<file path="config.mk">
export PLATFORM = sky130hd
export DESIGN_NAME = divisor_8bits_flat
export DESIGN_NICKNAME = d
export VERILOG_FILES = /design/src/rtl/divisor_8bits_pkg.sv /design/src/rtl/divisor_8bits_if.sv /design/src/rtl/divisor_8bits_restador_5bits.sv /design/src/rtl/divisor_8bits.sv /design/src/flat_wrapper.sv
export SDC_FILE = /design/constraint.sdc
export NUM_CORES = 1
export LEC_CHECK = 0
export CORE_MARGIN = 5
export CORE_UTILIZATION = 50
export DETAILED_ROUTE_END_ITERATION = 8
export PLACE_DENSITY = 0.76
export SLEW_MARGIN = 20
export SYNTH_ARGS = -nofsm -noshare
export SYNTH_HDL_FRONTEND = slang
export SYNTH_HIERARCHICAL = 1
export SYNTH_SLANG_ARGS = --single-unit
export TNS_END_PERCENT = 10
</file>
<file path="constraint.sdc">
create_clock -name clk -period 3.5 [get_ports clk]
set_input_delay 0.7 -clock clk [delete_from_list [all_inputs] [get_ports clk]]
set_output_delay 0.7 -clock clk [all_outputs]
set_load 0.02 [all_outputs]
</file>
<file path="src/rtl/divisor_8bits_pkg.sv">
// Shared widths, FSM encoding and operand/result bundles for the 8/4 restoring divider.
// Optional divide-by-zero flag is selected by DIVISOR_DIV0_ERR_EN.
package divisor_8bits_pkg;

  localparam int N_DIVIDENDO = 8;
  localparam int N_DIVISOR   = 4;
  localparam int ITERACIONES = 8;
  localparam int N_CNT       = 3;
  localparam int N_PARCIAL   = N_DIVISOR + 1;

  localparam logic [N_CNT-1:0] ULTIMA_ITER = N_CNT'(ITERACIONES - 1);

  typedef enum logic [1:0] {
    IDLE = 2'b00,
    RUN  = 2'b01,
    DONE = 2'b10
  } state_t;

  typedef struct packed {
    logic [N_DIVIDENDO-1:0] dividendo;
    logic [N_DIVISOR-1:0]   divisor;
  } operandos_t;

  typedef struct packed {
    logic [N_DIVIDENDO-1:0] cociente;
    logic [N_DIVISOR-1:0]   residuo;
  } resultado_t;

  // Partial remainder after shifting in the next dividend bit.
  function automatic logic [N_PARCIAL-1:0] desplaza_parcial(
      input logic [N_PARCIAL-1:0] parcial,
      input logic                 bit_entrada);
    return {parcial[N_DIVISOR-1:0], bit_entrada};
  endfunction

endpackage

</file>
<file path="src/rtl/divisor_8bits_if.sv">
// Start/busy/done handshake and operand/result bus between the lab top and the divider.
// err_div0 exists only when DIVISOR_DIV0_ERR_EN is defined.
interface divisor_8bits_if;
  import divisor_8bits_pkg::*;

  logic                   start;
  logic [N_DIVIDENDO-1:0] dividendo;
  logic [N_DIVISOR-1:0]   divisor;
  logic [N_DIVIDENDO-1:0] cociente;
  logic [N_DIVISOR-1:0]   residuo;
  logic                   busy;
  logic                   done;
`ifdef DIVISOR_DIV0_ERR_EN
  logic                   err_div0;

  modport master (
    output start, dividendo, divisor,
    input  cociente, residuo, busy, done, err_div0
  );

  modport slave (
    input  start, dividendo, divisor,
    output cociente, residuo, busy, done, err_div0
  );
`else
  modport master (
    output start, dividendo, divisor,
    input  cociente, residuo, busy, done
  );

  modport slave (
    input  start, dividendo, divisor,
    output cociente, residuo, busy, done
  );
`endif

endinterface

</file>
<file path="src/rtl/divisor_8bits_restador_5bits.sv">
// Combinational 5-bit trial subtractor, ripple-borrow chain of full subtractors.
// borrow=0 means a >= b: the quotient bit is 1 and the difference replaces the remainder.
module restador_5bits
  import divisor_8bits_pkg::*;
(
  input  logic [N_PARCIAL-1:0] a,
  input  logic [N_PARCIAL-1:0] b,
  output logic [N_PARCIAL-1:0] diff,
  output logic                 borrow
);

  logic [N_PARCIAL:0] bw;

  assign bw[0] = 1'b0;

  genvar i;
  generate
    for (i = 0; i < N_PARCIAL; i++) begin : g_etapa
      logic x;
      assign x          = a[i] ^ b[i];
      assign diff[i]    = x ^ bw[i];
      assign bw[i+1]    = (~a[i] & b[i]) | (~x & bw[i]);
    end
  endgenerate

  assign borrow = bw[N_PARCIAL];

endmodule

</file>
<file path="src/rtl/divisor_8bits.sv">
// Restoring divider 8/4: one quotient bit per clock MSB first; DIVISOR_DIV0_ERR_EN adds a 1-cycle div-by-zero flag.
// Latency 8 cycles start->done; no backpressure, start is ignored while busy.
module divisor_8bits
  import divisor_8bits_pkg::*;
(
  input  logic            clk,
  input  logic            rst,
  divisor_8bits_if.slave  bus
);

  state_t                 state, state_nxt;
  logic [N_CNT-1:0]       cnt;
  logic [N_DIVIDENDO-1:0] d_reg;
  logic [N_DIVIDENDO-1:0] q_reg;
  logic [N_DIVISOR-1:0]   div_reg;
  logic [N_PARCIAL-1:0]   r_reg;
  resultado_t             res_reg;

  logic                   accept;
  logic                   zero_div;
  logic                   ultima;
  logic [N_PARCIAL-1:0]   r5;
  logic [N_PARCIAL-1:0]   diff;
  logic [N_PARCIAL-1:0]   r_nxt;
  logic                   borrow;
  logic                   qbit;
  operandos_t             op_in;

  assign op_in  = '{dividendo: bus.dividendo, divisor: bus.divisor};
  assign ultima = (cnt == ULTIMA_ITER);

  assign r5 = desplaza_parcial(r_reg, d_reg[N_DIVIDENDO-1]);

  restador_5bits u_restador (
    .a      (r5),
    .b      ({1'b0, div_reg}),
    .diff   (diff),
    .borrow (borrow)
  );

  // No borrow: keep the difference; otherwise restore by keeping r5.
  assign qbit  = ~borrow;
  assign r_nxt = borrow ? r5 : diff;

  always_ff @(posedge clk or posedge rst) begin
    if (rst) begin
      state <= IDLE;
    end else begin
      state <= state_nxt;
    end
  end

  always_comb begin
    state_nxt = state;
    accept    = 1'b0;
    zero_div  = 1'b0;
    case (state)
      IDLE, DONE: begin
        state_nxt = IDLE;
        if (bus.start) begin
          accept    = 1'b1;
          state_nxt = RUN;
`ifdef DIVISOR_DIV0_ERR_EN
          if (op_in.divisor == '0) begin
            zero_div  = 1'b1;
            state_nxt = DONE;
          end
`endif
        end
      end
      RUN: begin
        if (ultima) begin
          state_nxt = DONE;
        end
      end
      default: state_nxt = IDLE;
    endcase
  end

  always_ff @(posedge clk or posedge rst) begin
    if (rst) begin
      cnt     <= '0;
      d_reg   <= '0;
      q_reg   <= '0;
      div_reg <= '0;
      r_reg   <= '0;
      res_reg <= '0;
    end else if (accept) begin
      cnt     <= '0;
      d_reg   <= op_in.dividendo;
      div_reg <= op_in.divisor;
      q_reg   <= '0;
      r_reg   <= '0;
      if (zero_div) begin
        res_reg <= '0;
      end
    end else if (state == RUN) begin
      cnt     <= cnt + N_CNT'(1);
      d_reg   <= {d_reg[N_DIVIDENDO-2:0], 1'b0};
      r_reg   <= r_nxt;
      q_reg   <= {q_reg[N_DIVIDENDO-2:0], qbit};
      // The final remainder is below the divisor, so the low 4 bits hold it exactly.
      if (ultima) begin
        res_reg <= '{cociente: {q_reg[N_DIVIDENDO-2:0], qbit},
                     residuo:  r_nxt[N_DIVISOR-1:0]};
      end
    end
  end

`ifdef DIVISOR_DIV0_ERR_EN
  logic err_reg;

  always_ff @(posedge clk or posedge rst) begin
    if (rst) begin
      err_reg <= 1'b0;
    end else if (accept) begin
      err_reg <= zero_div;
    end
  end

  assign bus.err_div0 = err_reg & (state == DONE);
`endif

  assign bus.cociente = res_reg.cociente;
  assign bus.residuo  = res_reg.residuo;
  assign bus.busy     = (state == RUN);
  assign bus.done     = (state == DONE);

endmodule

</file>
<file path="src/flat_wrapper.sv">
// flat-port wrapper written by rule: the top's interface ports become plain ports
module divisor_8bits_flat import divisor_8bits_pkg::*;
  (clk, rst, bus_start, bus_dividendo, bus_divisor, bus_cociente, bus_residuo, bus_busy, bus_done);
  divisor_8bits_if bus_i ();
  input  logic clk;
  input  logic rst;
  input wire logic [$bits(bus_i.start)-1:0] bus_start;
  input wire logic [$bits(bus_i.dividendo)-1:0] bus_dividendo;
  input wire logic [$bits(bus_i.divisor)-1:0] bus_divisor;
  output wire logic [$bits(bus_i.cociente)-1:0] bus_cociente;
  output wire logic [$bits(bus_i.residuo)-1:0] bus_residuo;
  output wire logic [$bits(bus_i.busy)-1:0] bus_busy;
  output wire logic [$bits(bus_i.done)-1:0] bus_done;
  assign bus_i.start = bus_start;
  assign bus_i.dividendo = bus_dividendo;
  assign bus_i.divisor = bus_divisor;
  assign bus_cociente = bus_i.cociente;
  assign bus_residuo = bus_i.residuo;
  assign bus_busy = bus_i.busy;
  assign bus_done = bus_i.done;
  divisor_8bits u_core (.clk(clk), .rst(rst), .bus(bus_i));
endmodule
</file>
==> key figures <==
Synthesis
  • Area leader, netlist: dfrtp_1
  • Synth area leaders: dfrtp_1 (57%), a22o_1 (8.0%), mux2_2 (7.7%)
  • Syn Nets: 153
  • Syn Inst Count: 131
  • Synth unique cells: 23
  • Post-synthesis sequential area ratio: 56.8%
  • Yosys top cell area share: 56.8%
  • Ys Warns: 6
  • Post-Syn Area per Cell: 13.4 um^2
  • Synthesized area: 1760 um^2
  • #FFs+latches synth: 40

Die
  • Initial core utilization: 52.4%
  • I/O pin count: 29
  • Die footprint: 4810 um^2
  • Core area: 3360 um^2
  • Std-Cell Rows: 21
  • Die Y-Extent: 69.4 um
  • Die X-Extent: 69.4 um

Drt
  • WL final: 2940 um
  • ANT nets after route: 0
  • Initial DRC Count: 64
  • Drt pass-1 iters: 4
  • Routed WL per cell: 14.3 um
  • Avg Vias per Cell: 5.19
  • Drc violations: 0
  • Routed vias: 1069

STA
  • Crit path time final: 2610 ps
  • Setup TNS: 0 ps
  • Final setup vio count: 0
  • Clock Skew: 9.02 ps
  • RSZ-0062 raised after global routing: no
  • Slew @ Worst Pin: 506 ps
  • Fin. Hold Viols: 0
  • Maximum clock rate: 0.383 GHz
  • Min Hold Slack: 493 ps
  • Worst rel slew slack: 66.2%
  • Final slew viol count: 0
  • Tcrit/Tclk final: 74.6%

Clocking
  • CTS Buffer Depth: 2
  • CTS H-Tree Depth: 2
  • # resized after CTS: 0
  • CTS Sinks: 40
  • Root buffer cell: clkbuf_4
  • Clk_lat worst skew: 340 ps
  • Clock-pin slew on the worst setup and hold paths: 110 ps
  • Setup bufs post-CTS: 0
  • CTS tree: built
  • Num CTS Buffers: 5
  • Hold-fix buffers at CTS: 0

Pwr
  • Leak: 1.04 nW
  • Clock Power Share: 14.6%
  • Internal: 1.29 mW
  • Combinational power share: 45.5%
  • PD cells: 962 nW/um^2
  • Sequential fraction of design power: 39.9%
  • Net Sw Power: 0.758 mW
  • Sw Share: 37.1%
  • Pwr Total: 2.04 mW
  • Worst VDD drop: 0.000451 V

Setup path
  • CP Class: reg -> out
  • R2R Setup Slk: 900 ps
  • Worst Path Max Fanout: 18
  • Req. time, crit path: 2800 ps
  • Crit. End Element: output port
  • Critical Path Source Type: flop
  • Arrival time at the worst endpoint: 1910 ps

GRT
  • Total track usage: 14.1%
  • Initial antenna violation count: 0
  • First-pass GRT wire length: 5460 um
  • Vias in the first global route: 1170
  • Largest net degree at the start of global routing: 41
  • Total gr overflow: 0

Finish
  • Reg area: 1000 um^2
  • Share of cells above drive strength 1: 15.6%
  • Final-stage net count: 181
  • Filler Cell Count: 277
  • Ant diodes: 0
  • Multi-input logic area: 634 um^2
  • Post-layout utilization of the core: 63.2%
  • Syn-to-layout area delta: 20.6%

Placed design
  • Hpwl dp: 2120 um
  • IO buf count: 28
  • Placer congestion estimate: 0.835

Outcome
  • Status: complete, no violations

Worst hold path
  • Min-Delay Path Class: reg -> reg

Job
  • Max-cap viol count: 0
==> layout make-up <==
| type | count | area share (%) |
|---|---|---|
| clock buffer | 5 | 1.77 |
| multi-input combinational | 68 | 29.9 |
| timing repair buffer | 29 | 13.5 |
| clock inverter | 3 | 2.00 |
| inverter | 15 | 3.00 |
| sequential | 40 | 47.1 |
| tap | 46 | 2.71 |
==> cells by family after synthesis <==
group / count (synthesis) / share of synthesized area, %
other: 1 / 0.213
buffers and inverters: 23 / 7.17
muxes: 16 / 9.94
adders and majority gates: 7 / 6.68
AOI/OAI and AO/OA: 34 / 15.3
and+or+nand+nor: 10 / 3.91
DFF: 40 / 56.8
==> path summary, 6_finish.rpt <==
check,end,cells after the start,start
min in group asynchronous,u_core/bus.cociente[1],3,rst
worst max register to register,u_core/bus.residuo[0],12,u_core/d_reg[7]
worst min register to register,u_core/bus.residuo[1],2,u_core/bus.residuo[1]
max in group asynchronous,u_core/bus.residuo[0],3,rst
worst max-delay path,bus_busy,3,u_core/state[0]
worst min-delay path,u_core/bus.residuo[1],2,u_core/bus.residuo[1]
==> metrics by stage <==
stage	std cells	setup WS (ps)	instance area (um^2)
detailed placement	198	899	2040
global placement	198	1040	2040
CTS	206	853	2120
global route	206	704	2120
floorplan	131	1060	1760
finish	206	888	2120
==> layer usage <==
metal | wire length [um] | GRT usage (%) | up-vias
li1 | - | - | 508
met1 | 1280 | 16.7 | 529
met2 | 1450 | 23.3 | 26
met3 | 153 | 5.51 | 6
met4 | 52 | 4.56 | 0
met5 | 0 | 0 | -
==> worst max-delay path: stages, from the launching register on <==
cell	delay, ps
dfrtp_1	460
nand2b_1	270
inv_8	210
clkdlybuf4s50_1	620
==> power groups by stage <==
stage          clock, mW  sequential [mW]  combinational, mW
5_1_grt            0.330            0.850               1.04
3_5_place_dp           0            0.829              0.948
2_1_floorplan          0            0.876              0.650
3_3_place_gp           0            0.819              0.902
4_1_cts            0.309            0.820              0.947
6_report           0.298            0.816              0.930
==> cell usage in the layout (no fill, tap or decap) <==
cell type | synthesis | final
a21o_1 | 7 | 7
a22o_1 | 16 | 16
and2b_1 | 1 | 1
buf_4 | 2 | 1
bufinv_16 | 0 | 1
clkbuf_4 | 0 | 5
clkdlybuf4s50_1 | 0 | 28
clkinv_2 | 0 | 1
clkinvlp_4 | 0 | 1
conb_1 | 1 | 1
dfrtp_1 | 40 | 40
fa_1 | 4 | 4
ha_1 | 3 | 3
inv_1 | 14 | 14
inv_8 | 1 | 1
mux2_2 | 12 | 12
mux2i_1 | 4 | 4
nand2_1 | 5 | 5
nand2b_1 | 1 | 1
nand3b_2 | 1 | 1
nor2_4 | 1 | 1
nor2b_4 | 1 | 1
o21ai_0 | 5 | 5
o21bai_1 | 1 | 1
o2bb2ai_1 | 5 | 5
==> synthesized netlist by cell type <==
cell and number:
a21o_1 7, a22o_1 16, and2b_1 1, buf_2 2
buf_4 2, buf_6 3, clkbuf_1 1, conb_1 1
dfrtp_1 40, fa_1 4, ha_1 3, inv_1 14
inv_8 1, mux2_2 12, mux2i_1 4, nand2_1 5
nand2b_1 1, nand3b_2 1, nor2_4 1, nor2b_4 1
o21ai_0 5, o21bai_1 1, o2bb2ai_1 5
No activity file was read; power rests on OpenSTA's default activity.
